### config.mk
export PLATFORM = sky130hd
export DESIGN_NAME = mult_seq_ctrl
export DESIGN_NICKNAME = d
export VERILOG_FILES = /design/src/rtl/mult_pkg.sv /design/src/rtl/adder_32bit.sv /design/src/rtl/mult_seq_ctrl.sv
export SDC_FILE = /design/constraint.sdc
export NUM_CORES = 1
export LEC_CHECK = 0
export ABC_AREA = 1
export CAP_MARGIN = 15
export CORE_UTILIZATION = 48
export CTS_CLUSTER_SIZE = 30
export DETAILED_ROUTE_END_ITERATION = 12
export GPL_TIMING_DRIVEN = 0
export HOLD_SLACK_MARGIN = 0.15
export PLACE_DENSITY_LB_ADDON = 0.05
export RECOVER_POWER = 25
export SLEW_MARGIN = 40
export SYNTH_ARGS = -nofsm -noshare
export SYNTH_HDL_FRONTEND = slang
export SYNTH_SLANG_ARGS = --single-unit
### constraint.sdc
create_clock -name clk -period 23 [get_ports clk]
set_input_delay 4.6 -clock clk [delete_from_list [all_inputs] [get_ports clk]]
set_output_delay 4.6 -clock clk [all_outputs]
set_load 0.02 [all_outputs]
### src/rtl/mult_pkg.sv
// Shared definitions for the MULTU sequencing controller: state encoding and iteration counter sizing.
package mult_pkg;

  localparam logic [1:0] ST_IDLE = 2'd0;
  localparam logic [1:0] ST_CALC = 2'd1;
  localparam logic [1:0] ST_DONE = 2'd2;

  localparam int MULT_ITERS = 32;
  localparam int CNT_W      = 6;

  typedef enum logic [1:0] {
    S_IDLE = ST_IDLE,
    S_CALC = ST_CALC,
    S_DONE = ST_DONE
  } mult_state_e;

endpackage

### src/rtl/adder_32bit.sv
// 32-bit ripple-carry adder with carry in/out and signed-overflow flag.
module adder_32bit (
  input  logic [31:0] a,
  input  logic [31:0] b,
  input  logic        carry_in,
  output logic [31:0] sum,
  output logic        carry_out,
  output logic        overflow
);

  logic [32:0] c;

  always_comb begin
    c[0] = carry_in;
    for (int i = 0; i < 32; i++) begin
      sum[i]   = a[i] ^ b[i] ^ c[i];
      c[i+1]   = (a[i] & b[i]) | (c[i] & (a[i] ^ b[i]));
    end
    carry_out = c[32];
    overflow  = c[32] ^ c[31];
  end

endmodule

### src/rtl/mult_seq_ctrl.sv
// Shift-and-add sequencer for unsigned 32x32 -> 64 MULTU, reusing one adder_32bit for 32 iterations.
module mult_seq_ctrl
  import mult_pkg::*;
#(
  parameter int WIDTH = 32,
  parameter int ITERS = MULT_ITERS
) (
  input  logic             clk,
  input  logic             reset,
  input  logic             start,
  input  logic [WIDTH-1:0] multiplicand,
  input  logic [WIDTH-1:0] multiplier,
  output logic             busy,
  output logic             done,
  output logic [WIDTH-1:0] product_hi,
  output logic [WIDTH-1:0] product_lo
);

  mult_state_e      state_q, state_d;
  logic [WIDTH-1:0] mcand_q, mcand_d;
  logic [WIDTH-1:0] acc_hi_q, acc_hi_d;
  logic [WIDTH-1:0] acc_lo_q, acc_lo_d;
  logic [WIDTH-1:0] prod_hi_q, prod_hi_d;
  logic [WIDTH-1:0] prod_lo_q, prod_lo_d;
  logic [CNT_W-1:0] count_q, count_d;

  logic [WIDTH-1:0] add_b;
  logic [WIDTH-1:0] add_sum;
  logic             add_co;

  assign add_b = acc_lo_q[0] ? mcand_q : '0;

  adder_32bit u_adder (
    .a         (acc_hi_q),
    .b         (add_b),
    .carry_in  (1'b0),
    .sum       (add_sum),
    .carry_out (add_co),
    .overflow  ()
  );

  always_comb begin
    state_d   = state_q;
    mcand_d   = mcand_q;
    acc_hi_d  = acc_hi_q;
    acc_lo_d  = acc_lo_q;
    prod_hi_d = prod_hi_q;
    prod_lo_d = prod_lo_q;
    count_d   = count_q;

    case (state_q)
      S_IDLE, S_DONE: begin
        if (start) begin
          mcand_d  = multiplicand;
          acc_hi_d = '0;
          acc_lo_d = multiplier;
          count_d  = '0;
          state_d  = S_CALC;
        end else begin
          state_d  = S_IDLE;
        end
      end
      S_CALC: begin
        // Carry-out lands in the MSB, so the 33-bit partial sum never overflows.
        acc_hi_d = {add_co, add_sum[WIDTH-1:1]};
        acc_lo_d = {add_sum[0], acc_lo_q[WIDTH-1:1]};
        count_d  = count_q + 1'b1;
        if (count_q == CNT_W'(ITERS - 1)) begin
          state_d   = S_DONE;
          prod_hi_d = acc_hi_d;
          prod_lo_d = acc_lo_d;
        end
      end
      default: state_d = S_IDLE;
    endcase
  end

  always_ff @(posedge clk or posedge reset) begin
    if (reset) begin
      state_q   <= S_IDLE;
      mcand_q   <= '0;
      acc_hi_q  <= '0;
      acc_lo_q  <= '0;
      prod_hi_q <= '0;
      prod_lo_q <= '0;
      count_q   <= '0;
    end else begin
      state_q   <= state_d;
      mcand_q   <= mcand_d;
      acc_hi_q  <= acc_hi_d;
      acc_lo_q  <= acc_lo_d;
      prod_hi_q <= prod_hi_d;
      prod_lo_q <= prod_lo_d;
      count_q   <= count_d;
    end
  end

  assign busy       = (state_q == S_CALC);
  assign done       = (state_q == S_DONE);
  assign product_hi = prod_hi_q;
  assign product_lo = prod_lo_q;

endmodule

==> results of run 1 <==
## worst min-delay path, delay by kind of cell, from the launching register on
family	cells	cell delay, ns
AND/OR/NAND/NOR	2	0.09
flip-flops	1	0.34
## where the power goes
part | switching [mW] | internal [mW]
Combinational | 0.374 | 0.292
Sequential | 0.0793 | 0.443
Clock | 0.116 | 0.165
Total | 0.569 | 0.900
## routing by layer
| metal | share of wire | track usage |
|---|---|---|
| met5 | 0 | 0 |
| met1 | 0.44 | 0.316 |
| met3 | 0.048 | 0.0373 |
| met2 | 0.50 | 0.404 |
| met4 | 0.018 | 0.0889 |
## state kept, by name, indices dropped and copies added, names as in the netlist
| name | flops |
|---|---|
| acc_hi_q | 32 |
| acc_lo_q | 32 |
| count_q | 6 |
| mcand_q | 32 |
| product_hi | 32 |
| product_lo | 32 |
| state_q | 2 |
## layout by cell type, fill, tap and decap left out, types with 3 or more instances in the layout
master and instances:
sky130_fd_sc_hd__buf_2 15, sky130_fd_sc_hd__clkdlybuf4s50_1 130, sky130_fd_sc_hd__inv_1 39, sky130_fd_sc_hd__buf_1 3, sky130_fd_sc_hd__o21ai_0 5, sky130_fd_sc_hd__clkbuf_16 17, sky130_fd_sc_hd__o22ai_1 31, sky130_fd_sc_hd__buf_4 4
sky130_fd_sc_hd__nand3b_1 32, sky130_fd_sc_hd__clkbuf_1 22, sky130_fd_sc_hd__nand2_1 371, sky130_fd_sc_hd__clkinv_2 5, sky130_fd_sc_hd__buf_6 6, sky130_fd_sc_hd__nand3_1 67, sky130_fd_sc_hd__inv_2 4, sky130_fd_sc_hd__dfrtp_1 168
sky130_fd_sc_hd__fa_1 31, sky130_fd_sc_hd__clkinv_4 3, sky130_fd_sc_hd__nor2_1 4
## worst min-delay path by stage
stage / start / to / slack, ns
floorplan: mcand_q[30]$_DFFE_PP0P_ / mcand_q[30]$_DFFE_PP0P_ / 0.45
global placement: product_lo[17]$_DFFE_PP0P_ / product_lo[17]$_DFFE_PP0P_ / 0.45
detailed placement: product_lo[0]$_DFFE_PP0P_ / product_lo[0]$_DFFE_PP0P_ / 0.46
CTS: product_lo[12]$_DFFE_PP0P_ / product_lo[12]$_DFFE_PP0P_ / 0.47
global route: product_hi[25]$_DFFE_PP0P_ / product_hi[25]$_DFFE_PP0P_ / 0.49
finish: product_lo[6]$_DFFE_PP0P_ / product_lo[6]$_DFFE_PP0P_ / 0.47
## cell type report
class	instances	area (sq um)
Buffer	47	255
Clock buffer	20	457
Clock inverter	12	126
Fill cell	1328	5560
Inverter	44	166
Multi-Input combinational cell	549	2900
Sequential cell	168	4200
Tap cell	211	264
Timing Repair Buffer	134	1330
## per-stage QoR
step,utilization,worst slack [ns]
final,0.636,8.17
after global routing,0.636,7.67
after CTS,0.641,8.12
after detailed placement,0.602,8.24
after global placement,0.598,8.41
after floorplan,-,9.30
## logic make-up (layout without fill, tap and decap cells)
logic type	Yosys count	after routing
compound gates	37	37
flops	168	168
simple gates	479	479
fa+ha+maj	33	33
buf+inv	91	257
==> results.rst, run 1 <==
.. list-table::
   :header-rows: 1

   * - Metric
     - Value
   * - Capturing instance or port of the critical path
     - product_hi[30]$_DFFE_PP0P_
   * - Cell taking the most area after synthesis
     - sky130_fd_sc_hd__dfrtp_1
   * - Largest family of logic cells by synthesized area
     - simple AND/OR/NAND/NOR gates
   * - Layout cells sized above 1
     - 0.0667
   * - Standard-cell row count
     - 45
   * - Worst reg-to-reg path cell count
     - 36
   * - Mean post-synth cell area
     - 9.33 sq um
   * - Final TNS setup
     - 0 ns
   * - Standard cell area after detailed placement
     - ~9200 sq um
   * - Syn. warnings
     - 0
   * - Sequential fraction of the synthesis area
     - 0.557
   * - VDD IR-drop max
     - approximately 0.000064 V
   * - Setup-violating endpoint count in the final report
     - 0
   * - Via count of the first global-routing pass
     - between 6000 and 7000
   * - Cell at the root of the clock tree
     - sky130_fd_sc_hd__clkbuf_16
   * - Number of different library cells in the post-synthesis netlist
     - 22
   * - Non-Filler Instances
     - around 1200
   * - Most frequent cells after synthesis
     - sky130_fd_sc_hd__nand2_1, sky130_fd_sc_hd__dfrtp_1, sky130_fd_sc_hd__nand3_1
   * - Largest net degree at the start of global routing
     - 77
   * - Total instance count after detailed placement
     - between 1000 and 1500
   * - Power Density
     - 152 nW/um^2
   * - Worst R2R Setup Slack
     - around 8 ns
   * - Synth Area in Compound Gates
     - 0.0300
   * - Crit path max-delay cell type
     - sky130_fd_sc_hd__clkbuf_1
   * - CTS H-Tree Depth
     - 4
   * - Number of gates resized after cts
     - 0
   * - Area grow syn2layout
     - 28.6%
   * - Tightest slew margin relative to the limit
     - -1.67
   * - Worst clock skew on the final layout
     - slightly above 0.008 ns
   * - Net count after synthesis
     - between 900 and 1000
   * - Most numerous cell on the critical path
     - sky130_fd_sc_hd__fa_1
   * - Max-capacitance violation count
     - 2
   * - Number of hold-repair buffers added at the cts stage
     - 0
   * - Die area
     - 16200 sq um
   * - Global router's overall resource usage
     - 0.240
   * - Deepest clock path buffer count
     - 2
   * - Maximum achievable frequency
     - 0.0674 GHz
   * - Area contributors post-synth
     - sky130_fd_sc_hd__dfrtp_1, sky130_fd_sc_hd__nand2_1, sky130_fd_sc_hd__fa_1
   * - Post-synthesis xor/xnor area fraction
     - 0
   * - Number of flip-flops and latches in the synthesized netlist
     - between 150 and 200
   * - TritonCTS clock tree
     - built
   * - Netlist Area Pre-Place
     - 7540 sq um
   * - Async set or reset register ratio after synthesis
     - 1.00
   * - Final-report hold violation count
     - 0
   * - Synth Area in Simple Gates
     - 0.269
   * - Router iterations before antenna repair
     - 5
   * - DRC violation total after the first TritonRoute iteration
     - about 380
   * - N_diodes
     - 0
   * - Path class of the lowest-slack min-delay path
     - reg2reg
   * - Number of pins with negative max-slew slack in the final report
     - around 150
   * - Core region area
     - about 15000 sq um
   * - Antenna Violating Nets Remaining
     - 0
   * - Count of buffers from port buffering
     - roughly 130
   * - Initial cell density of the core
     - 0.494
   * - Post-detailed-routing wire length
     - roughly 18000 um
   * - Critical Path Source
     - acc_lo_q[0]$_DFFE_PP0P_
   * - Final period demand of the worst path
     - between 10 and 15 ns
   * - Routed length per placed instance
     - roughly 15 um
   * - Cell leakage power
     - 4.51 nW
   * - Synth Area in Adders
     - 0.0856
   * - Final nets
     - about 1100
   * - Hold Crit Depth
     - 2
   * - Die Ht
     - 127 um
   * - Number of sinks handled by clock tree synthesis
     - about 170
   * - Via total after detailed routing
     - just under 6000
   * - Post-route standard cell area excluding fillers
     - between 9000 and 10000 sq um
   * - Register clock-pin slew on the reported worst setup and hold paths
     - 0.06 ns
   * - Crit. End Element
     - flop
   * - Io pins
     - 133
   * - Wire length of the first global-routing pass
     - between 30000 and 40000 um
   * - Cell with the most instances after synthesis
     - sky130_fd_sc_hd__nand2_1
   * - Synthesized instance count
     - about 800
   * - Weighted congestion reported at the end of routability-driven placement
     - 0.809
   * - Stages on the worst setup path
     - 36
   * - Synth Flop Type
     - sky130_fd_sc_hd__dfrtp_1
   * - Count of buffer and inverter cells on the critical path
     - 2
   * - Clock latency reported for the late side of the worst-skew pair
     - ~0.42 ns
   * - Number of flops mapped to enable cells by yosys
     - 0
   * - Clock buffers created by TritonCTS
     - 17
   * - Maximum fanout along the worst path
     - 10
   * - Final Power
     - 1.47 mW
   * - Final-layout worst hold slack
     - 0.468 ns
   * - Share of cell area taken by muxes after synthesis
     - 0
   * - Violated checks
     - capacitance limit, slew limit
   * - Number of remaining DRC errors
     - 0
   * - Synth top area share
     - 0.557
   * - Crit Path Class
     - reg2reg
   * - Outcome
     - finished with violations
   * - Width of the die
     - approximately 130 um
   * - Data required, critical path
     - between 20 and 25 ns
   * - Capturing point of the worst reg2reg path
     - product_hi[30]$_DFFE_PP0P_
   * - Initial antenna violation count
     - 0
   * - Final period utilization
     - 0.645
   * - Cell family contributing the most delay on the critical path
     - adder cells
   * - RSZ-0062 raised after global routing
     - false
   * - Element type at the critical path start
     - flop
   * - Via density per instance
     - 5.03
   * - Total grt overflow
     - 0
   * - Final HPWL from detailed placement
     - about 13000 um
   * - Post-CTS setup repair buffer count
     - 0
   * - Critical path arrival
     - about 15 ns
   * - Worst Max-Slew Pin Slew
     - approximately 4 ns
   * - Worst stage delay on the critical path
     - ~0.57 ns
   * - RR Startpoint
     - acc_lo_q[0]$_DFFE_PP0P_
No activity file was read; power rests on OpenSTA's default activity.
==> run 2, diff against run 1 <==
==> constraint.sdc (replaced) <==
create_clock -name clk -period 12 [get_ports clk]
set_input_delay 2.4 -clock clk [delete_from_list [all_inputs] [get_ports clk]]
set_output_delay 2.4 -clock clk [all_outputs]
set_load 0.02 [all_outputs]
==> results.rst, run 2 (synthesis gave the netlist of run 1 again) <==
.. list-table::
   :header-rows: 1

   * - Metric
     - Value
   * - Outcome
     - finished with violations
   * - Violated checks
     - capacitance limit, slew limit, setup timing
   * - Cell family contributing the most delay on the critical path
     - adder cells
   * - Final nets
     - roughly 1100
   * - Clock buffers created by TritonCTS
     - 17
   * - Crit Path Class
     - reg2reg
   * - Worst reg-to-reg path cell count
     - 38
   * - TritonCTS clock tree
     - built
   * - Maximum achievable frequency
     - slightly above 0.08 GHz
   * - Most numerous cell on the critical path
     - sky130_fd_sc_hd__fa_2
   * - Capturing point of the worst reg2reg path
     - product_hi[30]$_DFFE_PP0P_
   * - Cell leakage power
     - around 4.5 nW
   * - Via count of the first global-routing pass
     - between 6000 and 7000
   * - Maximum fanout along the worst path
     - 4
   * - Number of sinks handled by clock tree synthesis
     - roughly 170
   * - Count of buffers from port buffering
     - roughly 130
   * - CTS H-Tree Depth
     - 4
   * - Final HPWL from detailed placement
     - approximately 13000 um
   * - VDD IR-drop max
     - 0.000144 V
   * - Via density per instance
     - 5.02
   * - Worst R2R Setup Slack
     - -0.32 ns
   * - Router iterations before antenna repair
     - 5
   * - Initial antenna violation count
     - 0
   * - Routed length per placed instance
     - approximately 15 um
   * - Initial cell density of the core
     - 0.494
   * - Max-capacitance violation count
     - 1
   * - Critical path arrival
     - between 10 and 15 ns
   * - DRC violation total after the first TritonRoute iteration
     - approximately 340
   * - Power Density
     - 290 nW/um^2
   * - Clock latency reported for the late side of the worst-skew pair
     - 0.42 ns
   * - Via total after detailed routing
     - 5961
   * - Final cell utilization of the core
     - 0.644
   * - Global router's overall resource usage
     - 0.235
   * - Standard-cell row count
     - 45
   * - Setup-violating endpoint count in the final report
     - 4
   * - Tightest slew margin relative to the limit
     - -1.71
   * - Most common cell after layout, fill and taps aside
     - sky130_fd_sc_hd__nand2_1
   * - Worst clock skew on the final layout
     - 0.00690 ns
   * - Startpoint of the lowest-slack hold path
     - product_lo[6]$_DFFE_PP0P_
   * - Final-report hold violation count
     - 0
   * - Post-route standard cell area excluding fillers
     - slightly below 10000 sq um
   * - Worst stage delay on the critical path
     - 0.53 ns
   * - Number of pins with negative max-slew slack in the final report
     - 75
   * - Setup Slack @ Placement
     - -0.539 ns
   * - Final period utilization
     - 1.03
   * - Post-detailed-routing wire length
     - around 18000 um
   * - N_diodes
     - 0
   * - Weighted congestion reported at the end of routability-driven placement
     - a little over 0.8
   * - RR Startpoint
     - acc_lo_q[0]$_DFFE_PP0P_
   * - Register clock-pin slew on the reported worst setup and hold paths
     - 0.06 ns
   * - Standard cell area after detailed placement
     - 9270 sq um
   * - Path class of the lowest-slack min-delay path
     - reg2reg
   * - Element type at the critical path start
     - flop
   * - Final Power
     - between 2 and 3 mW
   * - Io pins
     - 133
   * - Deepest clock path buffer count
     - 2
   * - Highest-count cells in the layout ignoring fill and taps
     - sky130_fd_sc_hd__nand2_1, sky130_fd_sc_hd__dfrtp_1, sky130_fd_sc_hd__clkdlybuf4s50_1
   * - Cell at the root of the clock tree
     - sky130_fd_sc_hd__clkbuf_16
   * - Antenna Violating Nets Remaining
     - 0
   * - RSZ-0062 raised after global routing
     - true
   * - Die area
     - between 15000 and 20000 sq um
   * - Crit. End Element
     - flop
   * - Total grt overflow
     - 0
   * - Width of the die
     - approximately 130 um
   * - Wire length of the first global-routing pass
     - between 20000 and 30000 um
   * - Area grow syn2layout
     - 30.2%
   * - Core region area
     - between 15000 and 20000 sq um
   * - Layout cells sized above 1
     - 0.107
   * - Hold Crit Endpoint
     - product_lo[6]$_DFFE_PP0P_
   * - Hold Crit Depth
     - 2
   * - Worst Max-Slew Pin Slew
     - between 4 and 5 ns
   * - Data required, critical path
     - ~12 ns
   * - Stages on the worst setup path
     - 38
   * - Crit path max-delay cell type
     - sky130_fd_sc_hd__fa_1
   * - Die Ht
     - around 130 um
   * - Setup slack after layout
     - -0.321 ns
   * - Count of buffer and inverter cells on the critical path
     - 3
   * - Number of remaining DRC errors
     - 0
   * - Final period demand of the worst path
     - approximately 12 ns
   * - Largest net degree at the start of global routing
     - 76
run 2: changes by cell type in the layout (fill, tap and decap cells not counted), moves of 2 or more:
cell and change:
sky130_fd_sc_hd__buf_4 +7, sky130_fd_sc_hd__inv_2 +2, sky130_fd_sc_hd__fa_2 +30, sky130_fd_sc_hd__inv_1 -2
sky130_fd_sc_hd__fa_1 -30, sky130_fd_sc_hd__clkbuf_1 -2, sky130_fd_sc_hd__buf_6 -6
run 2: worst max-delay path by stage:
| stage | from | to | slack [ns] |
|---|---|---|---|
| 4_1_cts | acc_lo_q[0]$_DFFE_PP0P_ | product_hi[30]$_DFFE_PP0P_ | -0.36 |
| 3_3_place_gp | acc_lo_q[0]$_DFFE_PP0P_ | product_hi[30]$_DFFE_PP0P_ | -0.45 |
| 6_report | acc_lo_q[0]$_DFFE_PP0P_ | product_hi[30]$_DFFE_PP0P_ | -0.32 |
| 3_5_place_dp | acc_lo_q[0]$_DFFE_PP0P_ | product_hi[30]$_DFFE_PP0P_ | -0.54 |
| 2_1_floorplan | acc_lo_q[0]$_DFFE_PP0P_ | product_hi[30]$_DFFE_PP0P_ | 0.01 |
| 5_1_grt | acc_lo_q[0]$_DFFE_PP0P_ | product_hi[30]$_DFFE_PP0P_ | -0.59 |
run 2: cell type report:
type                       instances  area (sq um)
fill                            1301          5440
sequential                       168          4200
multi-input combinational        549          3000
timing repair buffer             136          1370
clock buffer                      21           460
tap                              211           264
buffer                            47           263
inverter                          44           166
clock inverter                    11           100
run 2: routing by layer:
metal	vias to the layer above	GRT usage	part of all wire
li1	2851	-	-
met1	2930	0.308	0.44
met2	156	0.400	0.50
met3	24	0.0402	0.042
met4	0	0.0763	0.014
met5	-	0	0
run 2: report_power, final:
| part | switching, mW | internal, mW | total [mW] |
|---|---|---|---|
| logic | 0.732 | 0.594 | 1.33 |
| registers | 0.154 | 0.850 | 1.00 |
| clock network | 0.221 | 0.296 | 0.517 |
| total | 1.11 | 1.74 | 2.85 |
run 2: repair_timing:
item / CTS / global route
setup endpoints to repair: 6 / 6
pin swaps: 12 / 6
hold buffers: 0 / 0
gates resized for setup: 10 / 3
setup buffers: 2 / 0
run 2: worst reg2reg max path: cells and delay by family (launching register included):
| kind | cells | cell delay, ns |
|---|---|---|
| DFF | 1 | 0.36 |
| adders and majority gates | 32 | 11.42 |
| buffers and inverters | 3 | 0.22 |
| and+or+nand+nor | 3 | 0.25 |
run 2: per-stage QoR:
step,TNS [ns],cells,hold slack (ns)
floorplan,0,808,0.449
global placement,-1.54,1151,0.453
detailed placement,-2.02,1153,0.458
CTS,-1.05,1187,0.473
global route,-2.39,1187,0.491
finish,-0.959,1187,0.468
